===== src/rtl/cpu_pkg.sv =====
// Shared definitions for the MEM-stage data-memory access unit:
// FSM state encoding, error codes and datapath widths.
package cpu_pkg;

    localparam int unsigned WORD_W = 32;
    localparam int unsigned REG_W  = 5;

    typedef enum logic {
        StIdle = 1'b0,
        StBusy = 1'b1
    } state_e;

    localparam logic [1:0] ERR_NONE     = 2'b00;
    localparam logic [1:0] ERR_MISALIGN = 2'b01;
    localparam logic [1:0] ERR_TIMEOUT  = 2'b10;
    localparam logic [1:0] ERR_ILLEGAL  = 2'b11;

endpackage


===== src/rtl/mem_access_stage.sv =====
// MEM-stage access unit: turns EX_MEM load/store control into a req/ack memory
// transaction, stalls upstream while it is outstanding and bounds it with a timeout.
module mem_access_stage
    import cpu_pkg::*;
#(
    parameter int unsigned TIMEOUT = 16
) (
    input  logic              clk,
    input  logic              rst,
    input  logic              valid_in,
    input  logic              MemRead_in,
    input  logic              MemWrite_in,
    input  logic              RegWrite_in,
    input  logic              MemtoReg_in,
    input  logic [WORD_W-1:0] ALU_result_in,
    input  logic [WORD_W-1:0] write_data_in,
    input  logic [REG_W-1:0]  EX_MEM_RegisterRd_in,
    output logic              mem_req,
    output logic              mem_we,
    output logic [WORD_W-1:0] mem_addr,
    output logic [WORD_W-1:0] mem_wdata,
    input  logic              mem_ack,
    input  logic [WORD_W-1:0] mem_rdata,
    output logic              stall_out,
    output logic [WORD_W-1:0] D_MEM_read_data_out,
    output logic [WORD_W-1:0] D_MEM_read_addr_out,
    output logic [REG_W-1:0]  RegisterRd_out,
    output logic              RegWrite_out,
    output logic              MemtoReg_out,
    output logic              valid_out,
    output logic              err_out,
    output logic [1:0]        err_code
);

    localparam int unsigned      CntW    = $clog2(TIMEOUT + 1);
    localparam logic [CntW-1:0] CntLast = CntW'(TIMEOUT - 1);

    state_e            state_q, state_d;
    logic [CntW-1:0]   cnt_q, cnt_d;
    logic              mem_req_q, mem_req_d;
    logic              mem_we_q, mem_we_d;
    logic [WORD_W-1:0] mem_addr_q, mem_addr_d;
    logic [WORD_W-1:0] mem_wdata_q, mem_wdata_d;

    // Instruction fields captured at acceptance, replayed to MEM_WB on ack.
    logic [REG_W-1:0]  rd_q, rd_d;
    logic              regwrite_q, regwrite_d;
    logic              memtoreg_q, memtoreg_d;
    logic              load_q, load_d;

    logic [WORD_W-1:0] rdata_out_q, rdata_out_d;
    logic [WORD_W-1:0] raddr_out_q, raddr_out_d;
    logic [REG_W-1:0]  rd_out_q, rd_out_d;
    logic              regwrite_out_q, regwrite_out_d;
    logic              memtoreg_out_q, memtoreg_out_d;
    logic              valid_out_q, valid_out_d;
    logic              err_q, err_d;
    logic [1:0]        err_code_q, err_code_d;

    logic is_mem, misaligned, illegal, timeout_hit;

    always_comb begin
        is_mem      = MemRead_in | MemWrite_in;
        misaligned  = |ALU_result_in[1:0];
        illegal     = MemRead_in & MemWrite_in;
        timeout_hit = (state_q == StBusy) & (cnt_q == CntLast) & ~mem_ack;

        state_d     = state_q;
        cnt_d       = cnt_q;
        mem_req_d   = mem_req_q;
        mem_we_d    = mem_we_q;
        mem_addr_d  = mem_addr_q;
        mem_wdata_d = mem_wdata_q;
        rd_d        = rd_q;
        regwrite_d  = regwrite_q;
        memtoreg_d  = memtoreg_q;
        load_d      = load_q;
        stall_out   = 1'b0;

        // MEM_WB side defaults to a bubble every edge.
        rdata_out_d    = '0;
        raddr_out_d    = '0;
        rd_out_d       = '0;
        regwrite_out_d = 1'b0;
        memtoreg_out_d = 1'b0;
        valid_out_d    = 1'b0;
        err_d          = 1'b0;
        err_code_d     = ERR_NONE;

        unique case (state_q)
            StIdle: begin
                if (valid_in) begin
                    if (!is_mem) begin
                        valid_out_d    = 1'b1;
                        raddr_out_d    = ALU_result_in;
                        rd_out_d       = EX_MEM_RegisterRd_in;
                        regwrite_out_d = RegWrite_in;
                        memtoreg_out_d = MemtoReg_in;
                    end else if (misaligned || illegal) begin
                        err_d      = 1'b1;
                        err_code_d = illegal ? ERR_ILLEGAL : ERR_MISALIGN;
                    end else begin
                        stall_out   = 1'b1;
                        state_d     = StBusy;
                        cnt_d       = '0;
                        mem_req_d   = 1'b1;
                        mem_we_d    = MemWrite_in;
                        mem_addr_d  = ALU_result_in;
                        mem_wdata_d = write_data_in;
                        rd_d        = EX_MEM_RegisterRd_in;
                        regwrite_d  = RegWrite_in;
                        memtoreg_d  = MemtoReg_in;
                        load_d      = MemRead_in;
                    end
                end
            end
            StBusy: begin
                stall_out = ~mem_ack & ~timeout_hit;
                if (mem_ack) begin
                    state_d        = StIdle;
                    mem_req_d      = 1'b0;
                    mem_we_d       = 1'b0;
                    mem_addr_d     = '0;
                    mem_wdata_d    = '0;
                    valid_out_d    = 1'b1;
                    rdata_out_d    = load_q ? mem_rdata : '0;
                    raddr_out_d    = mem_addr_q;
                    rd_out_d       = rd_q;
                    regwrite_out_d = regwrite_q;
                    memtoreg_out_d = memtoreg_q;
                end else if (timeout_hit) begin
                    state_d     = StIdle;
                    mem_req_d   = 1'b0;
                    mem_we_d    = 1'b0;
                    mem_addr_d  = '0;
                    mem_wdata_d = '0;
                    err_d       = 1'b1;
                    err_code_d  = ERR_TIMEOUT;
                end else begin
                    cnt_d = cnt_q + 1'b1;
                end
            end
            default: state_d = StIdle;
        endcase
    end

    always_ff @(posedge clk or negedge rst) begin
        if (!rst) begin
            state_q        <= StIdle;
            cnt_q          <= '0;
            mem_req_q      <= 1'b0;
            mem_we_q       <= 1'b0;
            mem_addr_q     <= '0;
            mem_wdata_q    <= '0;
            rd_q           <= '0;
            regwrite_q     <= 1'b0;
            memtoreg_q     <= 1'b0;
            load_q         <= 1'b0;
            rdata_out_q    <= '0;
            raddr_out_q    <= '0;
            rd_out_q       <= '0;
            regwrite_out_q <= 1'b0;
            memtoreg_out_q <= 1'b0;
            valid_out_q    <= 1'b0;
            err_q          <= 1'b0;
            err_code_q     <= ERR_NONE;
        end else begin
            state_q        <= state_d;
            cnt_q          <= cnt_d;
            mem_req_q      <= mem_req_d;
            mem_we_q       <= mem_we_d;
            mem_addr_q     <= mem_addr_d;
            mem_wdata_q    <= mem_wdata_d;
            rd_q           <= rd_d;
            regwrite_q     <= regwrite_d;
            memtoreg_q     <= memtoreg_d;
            load_q         <= load_d;
            rdata_out_q    <= rdata_out_d;
            raddr_out_q    <= raddr_out_d;
            rd_out_q       <= rd_out_d;
            regwrite_out_q <= regwrite_out_d;
            memtoreg_out_q <= memtoreg_out_d;
            valid_out_q    <= valid_out_d;
            err_q          <= err_d;
            err_code_q     <= err_code_d;
        end
    end

    assign mem_req             = mem_req_q;
    assign mem_we              = mem_we_q;
    assign mem_addr            = mem_addr_q;
    assign mem_wdata           = mem_wdata_q;
    assign D_MEM_read_data_out = rdata_out_q;
    assign D_MEM_read_addr_out = raddr_out_q;
    assign RegisterRd_out      = rd_out_q;
    assign RegWrite_out        = regwrite_out_q;
    assign MemtoReg_out        = memtoreg_out_q;
    assign valid_out           = valid_out_q;
    assign err_out             = err_q;
    assign err_code            = err_code_q;

endmodule

===== config.mk =====
export PLATFORM = sky130hd
export DESIGN_NAME = mem_access_stage
export DESIGN_NICKNAME = d
export VERILOG_FILES = /design/src/rtl/cpu_pkg.sv /design/src/rtl/mem_access_stage.sv
export SDC_FILE = /design/constraint.sdc
export NUM_CORES = 1
export LEC_CHECK = 0
export CORE_UTILIZATION = 50
export CTS_CLUSTER_DIAMETER = 200
export CTS_CLUSTER_SIZE = 12
export DETAILED_ROUTE_END_ITERATION = 10
export DONT_BUFFER_PORTS = 1
export PLACE_DENSITY = 0.77
export SLEW_MARGIN = 20
export SYNTH_ARGS = -nofsm -noshare
export SYNTH_HDL_FRONTEND = slang
export SYNTH_SLANG_ARGS = --single-unit

===== constraint.sdc =====
create_clock -name clk -period 2.19 [get_ports clk]
set_input_delay 0.3285 -clock clk [delete_from_list [all_inputs] [get_ports clk]]
set_output_delay 0.3285 -clock clk [all_outputs]
set_load 0.03 [all_outputs]

== After elaboration in Yosys (flattened, before gate mapping) ==
Cells that the tools add are included.

* $add $sub $neg: 1
* Eq/ne operators: 7
* Multiplexer cells: 69
* Bitwise logic cells: 9
* Reductions and logical operators: 5

{| class="wikitable"
|+ Operators with widths
! kind !! count
|-
| 32-bit two-way mux || 14
|-
| 32-bit case mux with 2 select lines || 3
|-
| 5-bit two-way mux || 8
|-
| 1-bit two-way mux || 27
|-
| 5-bit case mux with 2 select lines || 2
|-
| 1-bit case mux with 2 select lines || 8
|-
| 2-bit two-way mux || 6
|-
| 2-bit inequality test (second input constant) || 5
|-
| 4-bit AND reduction || 2
|-
| 5-bit by 1-bit adder with 5-bit output (second input constant) || 1
|-
| 5-bit by 4-bit equality test with 1-bit output (second input constant) || 1
|-
| 5-bit AND reduction || 1
|-
| 1-bit AND || 4
|-
| 1-bit NOT || 4
|-
| 2-bit case mux with 2 select lines || 1
|-
| 3-bit by 2-bit inequality test with 1-bit output (second input constant) || 1
|-
| 2-bit OR reduction || 1
|-
| 1-bit logical OR || 1
|-
| 1-bit OR || 1
|}

* Register bits: 155
* Input bits: 109
* Output and inout bits: 142
* Logic and storage cells: 109

== Longest topological paths before layout ==
Gate-level depths: netlist of run 1.

* Depth in word-level cells: 6
* Depth in mapped cells: 8
* Mapped depth without buffers: 6

== Worst setup path after synthesis of run 1 ==
OpenSTA, ideal clock, no wires.

* Kind: reg-to-output
* Start point: reg cnt_q[0]
* End point: out stall_out
* Arrival time: 1.858 ns
* Path slack: 0.003 ns
* Stages on the path, launching flop included: 7
* Buffers on the path: 1
* Cell sequence: dfrtp_1 ha_1 and3_1 ha_1 or3b_2 clkbuf_1 nand2_1

* Word-level cells in the longest chain between the ends: 6

{| class="wikitable"
|+ RTL lines
! element !! line !! source
|-
| start: declaration || mem_access_stage.sv:39 || <nowiki>logic [CntW-1:0] cnt_q, cnt_d;</nowiki>
|-
| start signal: assignment || mem_access_stage.sv:169 || <nowiki>cnt_q <= cnt_d;</nowiki>
|-
| 5-bit by 4-bit equality test with 1-bit output || mem_access_stage.sv:66 || <nowiki>timeout_hit = (state_q == StBusy) & (cnt_q == CntLast) & ~mem_ack;</nowiki>
|-
| 1-bit AND (2 in a row) || mem_access_stage.sv:66 ||
|-
| 1-bit NOT || mem_access_stage.sv:118 || <nowiki>stall_out = ~mem_ack & ~timeout_hit;</nowiki>
|-
| 1-bit AND || mem_access_stage.sv:118 ||
|-
| 1-bit case mux with 2 select lines || mem_access_stage.sv:90 || <nowiki>unique case (state_q)</nowiki>
|-
| end: declaration || mem_access_stage.sv:24 || <nowiki>output logic stall_out,</nowiki>
|}

Every way passes these cells.

== Final worst setup path of run 1 ==
* Start point: reg cnt_q[1]
* End point: out stall_out

The elaborated chain is that of the path after synthesis.

==> flow_summary_export.csv, run 1 <==
group,metric,value,unit
route,detail-route-antenna-nets,0,
layout,insertedDiodeCount,0,
layout,final_core_utilization,0.595,
global_routing,global_route.usage.met3,0.0953,
pwr,pwr_density_cell,1130,nW/µm²
timing,timing_max_transition_violations_final,0,
timing,period_needed,2250,ps
placed_design,dpl-instance-area,6220,µm²
synth,post_syn_area,6030,µm²
global_routing,use_met1,0.212,
global_routing,grt_start_max_net_pins,156,
layout,area_growth,14.0,%
job,max-cap-violations,0,
timing,final.hold.worst_slack,-386,ps
clock_network,clk-insertion-delay-late,400,ps
die,die_area,12500,µm²
synth,netlist_instances,496,
critical_path,reg2reg_slack,240,ps
timing,setup-violations-final,1,
timing,fin_skew,5.07,ps
synth,ys_async_sr_fraction,1.00,
die,die_height,112,µm
timing,finalHoldViolCount,155,
global_routing,residual_overflow_from_global_routing,0,
placed_design,hpwlAfterDp,8.93,mm
layout,fillCellCount,943,
layout,layout.cells.most_common,"dfrtp_1",
route,avgRoutedWirePerCell,19.8,µm
route,dr.first_iter.drc_count,165,
worst_hold_path,hold_class,"in2async",
layout,stdcell_area,6880,µm²
critical_path,timing.setup.critical_path_class,"reg2out",
global_routing,globalRoute.busiestLayer,"met2",
timing,timing.max_slew.rel_slack,0.529,
timing,rsz_0062_raised_after_global_routing,"true",
global_routing,grt_util_all_layers,0.214,
die,initial_utilization,0.522,
die,ios,251,
layout,seqCellArea,3880,µm²
global_routing,wire_length_of_the_first_global_routing_pass,20.2,mm
synth,syn_nets,607,
critical_path,critical_path_required,1860,ps
clock_network,cts-root-buf,"clkbuf_16",
run_status,outcome,"complete, but fails checks",
synth,synth_seq_cells,155,
route,drcViolationCount,22,
pwr,p_total,7.75,mW
route,avgViaCountPerCell,5.58,
route,via_count,3653,
layout,multiInputGateArea,1790,µm²
synth,syn-mean-instance-area,12.2,µm²
critical_path,timing.critical_path.to_type,"primary output",
layout,final_cell_mix,"dfrtp_1 (155), nand2_1 (69), inv_1 (65)",
global_routing,initial_antenna_violation_count,0,
die,die_boundary_width,112,µm
synth,synth-edff-count,0,
synth,synth-seq-area-share,0.643,
layout,layout-drive-gt1-share,0.113,
clock_network,htreeDepth,4,
pwr,vdd_drop_max,671,µV
clock_network,cts_tree,"yes",
timing,timing.final.crit_share,1.03,
clock_network,cts_max_path_buffers,2,
critical_path,worstPathMaxFanout,2,
critical_path,setup.worst_path.start_class,"flop",
die,core,11600,µm²
placed_design,globalplace.congestion,0.773,
pwr,power.static_leakage,4.03,nW
die,row_count,39,
global_routing,grt_pass1_vias,3842,
timing,timing.final.ws_setup,-61.6,ps
route,detail_route.first_pass.iterations,8,
layout,nets,613,
timing,timing.setup.tns,-61.6,ps
route,detail_route.wirelength,13.0,mm
clock_network,path_clk_slew,60,ps
clock_network,cts_num_sinks,155,
synth,synth.distinct_cells,31,
critical_path,timing.critical_path.arrival,1920,ps
placed_design,placement.io_buffers,0,
timing,tightest_slew,707,ps
timing,max_freq,444,MHz
clock_network,tritoncts.num_buffers,17,
global_routing,grt_use_met2,0.389,
synth,synth_warnings,0,
synth,ys_dominant_reg_cell,"dfrtp_1",
run_status,violations_in_the_final_reports,"design-rule violations, negative hold slack, negative setup slack",
==> Yosys cell counts, types with 3 or more instances <==
| cell type | number | share of area |
|---|---|---|
| o22ai_1 | 3 | 0.0031 |
| inv_1 | 65 | 0.040 |
| nand2b_1 | 4 | 0.0041 |
| mux2i_1 | 63 | 0.10 |
| buf_6 | 6 | 0.011 |
| and3_1 | 35 | 0.036 |
| clkbuf_1 | 24 | 0.015 |
| mux2_1 | 7 | 0.013 |
| dfrtp_1 | 155 | 0.64 |
| nand2_1 | 70 | 0.044 |
| a22o_1 | 39 | 0.057 |
| o21ai_0 | 3 | 0.0025 |
==> metal layers <==
metal  vias to the layer above  wire length [µm]
met5                         -                 0
li1                       1632                 -
met4                         0               203
met2                       199              6760
met1                      1806              4700
met3                        16              1310
==> flip-flops by register name, summed over array words and instances, names as in the netlist <==
name and cells:
valid_out 1, RegisterRd_out 5, load_q 1, D_MEM_read_data_out 32, mem_addr 32, memtoreg_q 1
mem_wdata 32, regwrite_q 1, rd_q 5, D_MEM_read_addr_out 32, MemtoReg_out 1, mem_we 1
err_out 1, state_q 1, cnt_q 5, err_code 2, mem_req 1, RegWrite_out 1
==> per-stage QoR <==
step	std cells	hold WS, ps	worst slack [ps]
2_1_floorplan	496	32.9	3.39
5_1_grt	655	-412	-115
4_1_cts	653	-405	-83.1
6_report	655	-386	-61.6
3_5_place_dp	621	36.6	141
3_3_place_gp	621	36.9	171
==> path summary, 6_finish.rpt <==
check                             startpoint            to  cells past startpoint
min                                      rst   mem_addr[3]                      0
min reg2reg                          rd_q[0]       rd_q[0]                      1
max in group asynchronous                rst  mem_addr[22]                      0
max                                 cnt_q[1]     stall_out                      6
max reg2reg                         cnt_q[1]  mem_addr[20]                      8
min in group clk           ALU_result_in[11]  mem_addr[11]                      2
==> area by class of cell <==
class	instances	share of cell area
Tap cell	143	0.0260
Clock inverter	9	0.0215
Inverter	65	0.0355
Clock buffer	20	0.0649
Multi-Input combinational cell	244	0.260
Sequential cell	155	0.564
Timing Repair Buffer	19	0.0280
==> critical path, cell delays in order (launching register included) <==
cell and delay [ps]:
dfrtp_1 390, ha_2 200, and3_4 190, ha_4 150, or3b_4 390, nand2_4 80
buf_12 120
==> power by group <==
part | switching (mW) | internal, mW | leakage [nW] | total, mW
Clock | 1.05 | 1.91 | 0.291 | 2.96
Combinational | 0.283 | 0.297 | 1.68 | 0.580
Sequential | 0.981 | 3.23 | 2.06 | 4.21
==> repair_timing <==
item                       in CTS  in global routing
gates cloned                    0                  0
buffers inserted                3                  2
hold endpoints to repair      155                155
setup endpoints to repair       1                  1
pin swaps                       2                  1
resized for setup               7                  0
==> logic make-up after synthesis <==
group                    count (synthesis)  share of synthesized area
buffers and inverters                   97                     0.0686
multiplexers                            71                      0.119
flip-flops                             155                      0.643
adder cells (fa/ha/maj)                  2                    0.00415
AND/OR/NAND/NOR                        119                     0.0942
XOR/XNOR                                 2                    0.00290
AO/OA/AOI/OAI                           50                     0.0678
(Power assumes the default switching activity.)
==> run 2, diff against run 1 <==
--- a/config.mk
+++ b/config.mk
@@ -10,6 +10,7 @@
 export CTS_CLUSTER_SIZE = 12
 export DETAILED_ROUTE_END_ITERATION = 10
 export DONT_BUFFER_PORTS = 1
+export HOLD_SLACK_MARGIN = 0.06
 export PLACE_DENSITY = 0.77
 export SLEW_MARGIN = 20
 export SYNTH_ARGS = -nofsm -noshare
==> flow_summary_export.csv, run 2 (synthesis results as in run 1) <==
group,metric,value,unit
critical_path,timing.setup.critical_path_class,"reg2out",
timing,setup-violations-final,1,
layout,post_layout_nonfiller_instances,727,
clock_network,cts_tree,"yes",
critical_path,worstPathMaxFanout,2,
global_routing,grt_util_all_layers,0.244,
timing,final.hold.worst_slack,-388,ps
timing,period_needed,2260,ps
critical_path,rr_worst_depth,8,
critical_path,worst_path_largest_cell_delay,400,ps
timing,fin_skew,5.34,ps
route,via_count,3998,
timing,finalHoldViolCount,155,
layout,area_growth,25.9,%
timing,timing.final.crit_share,1.03,
pwr,p_total,7.91,mW
clock_network,cts-root-buf,"clkbuf_16",
die,initial_utilization,0.522,
layout,layout-drive-gt1-share,0.0995,
route,drcViolationCount,22,
route,detail_route.first_pass.iterations,8,
clock_network,htreeDepth,4,
run_status,violations_in_the_final_reports,"design-rule violations, negative hold slack, negative setup slack",
critical_path,first_element_of_the_critical_path,"cnt_q[0]",
pwr,pwr_density_cell,1040,nW/µm²
layout,nets,684,
layout,final_cell_mix,"dfrtp_1 (155), dlygate4sd3_1 (71), nand2_1 (69)",
timing,timing.final.ws_setup,-65.3,ps
timing,tightest_slew,711,ps
placed_design,dpl-instance-area,6220,µm²
clock_network,path_clk_slew,60,ps
global_routing,grt_start_max_net_pins,156,
route,detail_route.wirelength,14.7,mm
die,die_height,112,µm
placed_design,placement.io_buffers,0,
critical_path,reg2reg_slack,200,ps
clock_network,clk-insertion-delay-late,400,ps
layout,layout.cells.most_common,"dfrtp_1",
route,detail-route-antenna-nets,0,
placed_design,globalplace.congestion,0.773,
pwr,vdd_drop_max,671,µV
global_routing,residual_overflow_from_global_routing,0,
job,max-cap-violations,0,
die,die_area,12500,µm²
run_status,outcome,"complete, but fails checks",
placed_design,hpwlAfterDp,8.93,mm
critical_path,setup.worst_path.start_class,"flop",
critical_path,r2r-start,"cnt_q[0]",
timing,rsz_0062_raised_after_global_routing,"true",
timing,timing_max_transition_violations_final,0,
global_routing,wire_length_of_the_first_global_routing_pass,23.1,mm
clock_network,cts_num_sinks,155,
pwr,power.static_leakage,4.33,nW
critical_path,timing.critical_path.arrival,1930,ps
critical_path,crit_path_top_delay_cell,"dfrtp_1",
timing,timing.max_slew.rel_slack,0.526,
clock_network,cts_max_path_buffers,2,
die,core,11600,µm²
critical_path,timing.critical_path.to_type,"primary output",
layout,stdcell_area,7590,µm²
die,ios,251,
critical_path,cp_cell_sequence,"ha_2 -> and3_4 -> ha_4 -> or3b_4 -> nand2_4 -> buf_12",
route,avgViaCountPerCell,5.50,
die,die_boundary_width,112,µm
global_routing,initial_antenna_violation_count,1,
global_routing,grt_pass1_vias,4376,
clock_network,holdBufCountCts,71,
worst_hold_path,hold_class,"in2async",
placed_design,numPlacedInstances,621,
timing,max_freq,443,MHz
critical_path,worstReg2RegEnd,"mem_addr[20]",
critical_path,critical_path_required,1860,ps
clock_network,tritoncts.num_buffers,17,
route,avgRoutedWirePerCell,20.2,µm
route,dr.first_iter.drc_count,239,
die,row_count,39,
==> run 2: per-stage QoR <==
step,utilization,TNS [ps],setup slack [ps]
final,0.657,-65.3,-65.3
after global routing,0.657,-115,-115
after CTS,0.655,-83.1,-83.1
after detailed placement,0.538,0,141
after global placement,0.538,0,171
after floorplan,-,0,3.39
==> run 2: layout make-up <==
class	instances	area [µm²]
clock inverter	9	148
multi-input combinational	244	1790
timing repair buffer	90	903
sequential	155	3880
clock buffer	20	447
tap	143	179
fill	850	3970
antenna	1	2.50
inverter	65	244
==> run 2: report_power, final <==
part           total, mW  switching (mW)  leakage [nW]  internal (mW)
Sequential          4.22           0.994          2.06           3.23
Clock               2.97            1.06         0.291           1.91
Combinational      0.716           0.336          1.98          0.380
Total               7.91            2.39          4.33           5.52
==> run 2: worst max-delay path: cells and delay by family (launching register included) <==
kind	cells	cell delay [ps]
buf+inv	1	120
fa+ha+maj	2	340
flops	1	400
simple gates	3	670
==> run 2: worst max path at each step <==
stage | end | slack [ps] | depth (start not counted)
after floorplan | stall_out | 3 | 6
after global placement | stall_out | 170 | 6
after detailed placement | stall_out | 140 | 6
after CTS | stall_out | -80 | 6
after global routing | stall_out | -110 | 6
final | stall_out | -70 | 6
==> run 2: repair_timing <==
item,4_1_cts,5_1_grt
setup buffers,3,2
pin swaps,2,1
gates resized for setup,7,0
endpoints found under the hold margin,262,155
endpoints found under the setup margin,1,1
==> run 2: per-layer routing <==
metal  global-route usage  wire, µm  part of all wire  up-vias
met4                0.114       400             0.027        0
li1                     -         -                 -     1777
met1                0.251      5260              0.36     1979
met2                0.440      7730              0.53      212
met3               0.0904      1310             0.089       30
met5                    0         0                 0        -
==> run 3, diff against run 2 <==
--- a/config.mk
+++ b/config.mk
@@ -12,6 +12,7 @@
 export DONT_BUFFER_PORTS = 1
 export HOLD_SLACK_MARGIN = 0.06
 export PLACE_DENSITY = 0.77
+export SETUP_SLACK_MARGIN = 0.15
 export SLEW_MARGIN = 20
 export SYNTH_ARGS = -nofsm -noshare
 export SYNTH_HDL_FRONTEND = slang
==> flow_summary_export.csv, run 3 (synthesis results as in run 1) <==
group,metric,value,unit
die,initial_utilization,0.522,
route,dr.first_iter.drc_count,186,
clock_network,cts_max_path_buffers,2,
timing,tightest_slew,669,ps
global_routing,grt_util_all_layers,0.236,
timing,timing.max_slew.rel_slack,0.554,
layout,fillCellCount,834,
global_routing,grt_start_max_net_pins,156,
clock_network,holdBufCountCts,83,
clock_network,clk-insertion-delay-late,420,ps
layout,insertedDiodeCount,0,
placed_design,globalplace.congestion,0.747,
run_status,outcome,"complete, but fails checks",
timing,rsz_0062_raised_after_global_routing,"true",
critical_path,setup.worst_path.start_class,"flop",
layout,layout.cells.most_common,"dfrtp_1",
route,via_count,4081,
route,detail_route.first_pass.iterations,9,
critical_path,timing.critical_path.to_type,"primary output",
run_status,violations_in_the_final_reports,"design-rule violations, negative hold slack, negative setup slack",
global_routing,grt_pass1_vias,4463,
timing,setup-violations-final,1,
timing,timing.final.crit_share,1.01,
die,ios,251,
layout,post_layout_nonfiller_instances,739,
worst_hold_path,hold_class,"in2async",
global_routing,use_met1,0.235,
clock_network,path_clk_slew,60,ps
global_routing,global_route.usage.met3,0.0904,
clock_network,tritoncts.num_buffers,17,
critical_path,critical_path_required,1860,ps
global_routing,grt_use_met2,0.427,
placed_design,place_worst_setup_slack,144,ps
critical_path,worstPathMaxFanout,2,
timing,finalHoldViolCount,155,
route,detail_route.wirelength,14.1,mm
route,avgRoutedWirePerCell,19.1,µm
clock_network,cts_tree,"yes",
die,die_boundary_width,112,µm
route,drcViolationCount,20,
route,avgViaCountPerCell,5.52,
layout,final_core_utilization,0.664,
timing,period_needed,2210,ps
layout,area_growth,27.3,%
pwr,power.static_leakage,4.36,nW
global_routing,initial_antenna_violation_count,0,
die,row_count,39,
layout,nets,694,
timing,timing.final.ws_setup,-19.7,ps
layout,layout-drive-gt1-share,0.104,
route,detail-route-antenna-nets,0,
placed_design,placement.io_buffers,0,
pwr,pwr_density_cell,1000,nW/µm²
placed_design,numPlacedInstances,615,
pwr,vdd_drop_max,729,µV
global_routing,globalRoute.busiestLayer,"met2",
timing,timing_max_transition_violations_final,0,
placed_design,hpwlAfterDp,8.56,mm
timing,fin_skew,7.43,ps
timing,max_freq,453,MHz
critical_path,timing.setup.critical_path_class,"reg2out",
clock_network,htreeDepth,4,
global_routing,wire_length_of_the_first_global_routing_pass,22.5,mm
die,die_area,12500,µm²
die,core,11600,µm²
clock_network,cts_num_sinks,155,
critical_path,timing.critical_path.arrival,1880,ps
timing,final.hold.worst_slack,-391,ps
layout,final_cell_mix,"dfrtp_1 (155), dlygate4sd3_1 (83), nand2_1 (69)",
job,max-cap-violations,0,
clock_network,cts-root-buf,"clkbuf_16",
global_routing,residual_overflow_from_global_routing,0,
die,die_height,112,µm
## run 3: cell count changes in the layout (fill, tap and decap cells not counted), moves of 2 or more
cell,delta
dlygate4sd3_1,+12
clkbuf_8,+5
bufinv_16,-4
buf_4,-2
clkbuf_1,-2
clkinvlp_4,+2
inv_6,+2
## run 3: per-layer routing
layer,vias to the layer above,routed length [µm]
met5,-,0
li1,1806,-
met1,2036,5040
met4,0,384
met3,31,1300
met2,208,7380
## run 3: path summary, 6_finish.rpt
kind | cells past startpoint | slack (ps) | startpoint | end
setup / recovery | 5 | -20 | cnt_q[1] | stall_out
hold / removal | 0 | -390 | rst | mem_wdata[18]
setup reg to reg | 5 | 180 | state_q | rd_q[3]
hold reg to reg | 1 | 500 | memtoreg_q | memtoreg_q
max in group asynchronous | 0 | 2330 | rst | mem_addr[21]
min in group clk | 1 | 70 | mem_rdata[2] | D_MEM_read_data_out[2]
## run 3: area by class of cell
type	count	area (µm²)	share of cell area
flip-flops and latches	155	3880	0.505
multi-input cells	244	1810	0.235
repair buffers	100	1000	0.130
clock buffers	23	508	0.0662
inverters	65	244	0.0318
well taps	143	179	0.0233
clock inverters	9	60.1	0.00782
## run 3: critical path, stage by stage, from the launching register on
cell	delay (ps)
dfrtp_1	390
ha_2	200
and3_4	190
ha_4	150
or3b_4	410
nand2_8	120
## run 3: power breakdown
group / leakage [nW] / switching (mW) / internal [mW] / total [mW]
sequential: 2.06 / 0.992 / 3.23 / 4.22
combinational: 2.02 / 0.333 / 0.397 / 0.729
clock: 0.278 / 1.11 / 1.63 / 2.74
## run 3: per-stage QoR
step / power (mW) / TNS, ps / area (µm²)
floorplan: 4.59 / 0 / 6040
global placement: 4.73 / 0 / 6170
detailed placement: 4.80 / 0 / 6170
CTS: 7.70 / -22.9 / 7660
global route: 7.99 / -74.0 / 7680
finish: 7.69 / -19.7 / 7680
## run 3: timing repair
action | CTS | global route
endpoints found under the hold margin | 275 | 155
gates resized for setup | 8 | 0
buffers inserted | 7 | 2
pin swaps | 5 | 2
endpoints found under the setup margin | 2 | 8
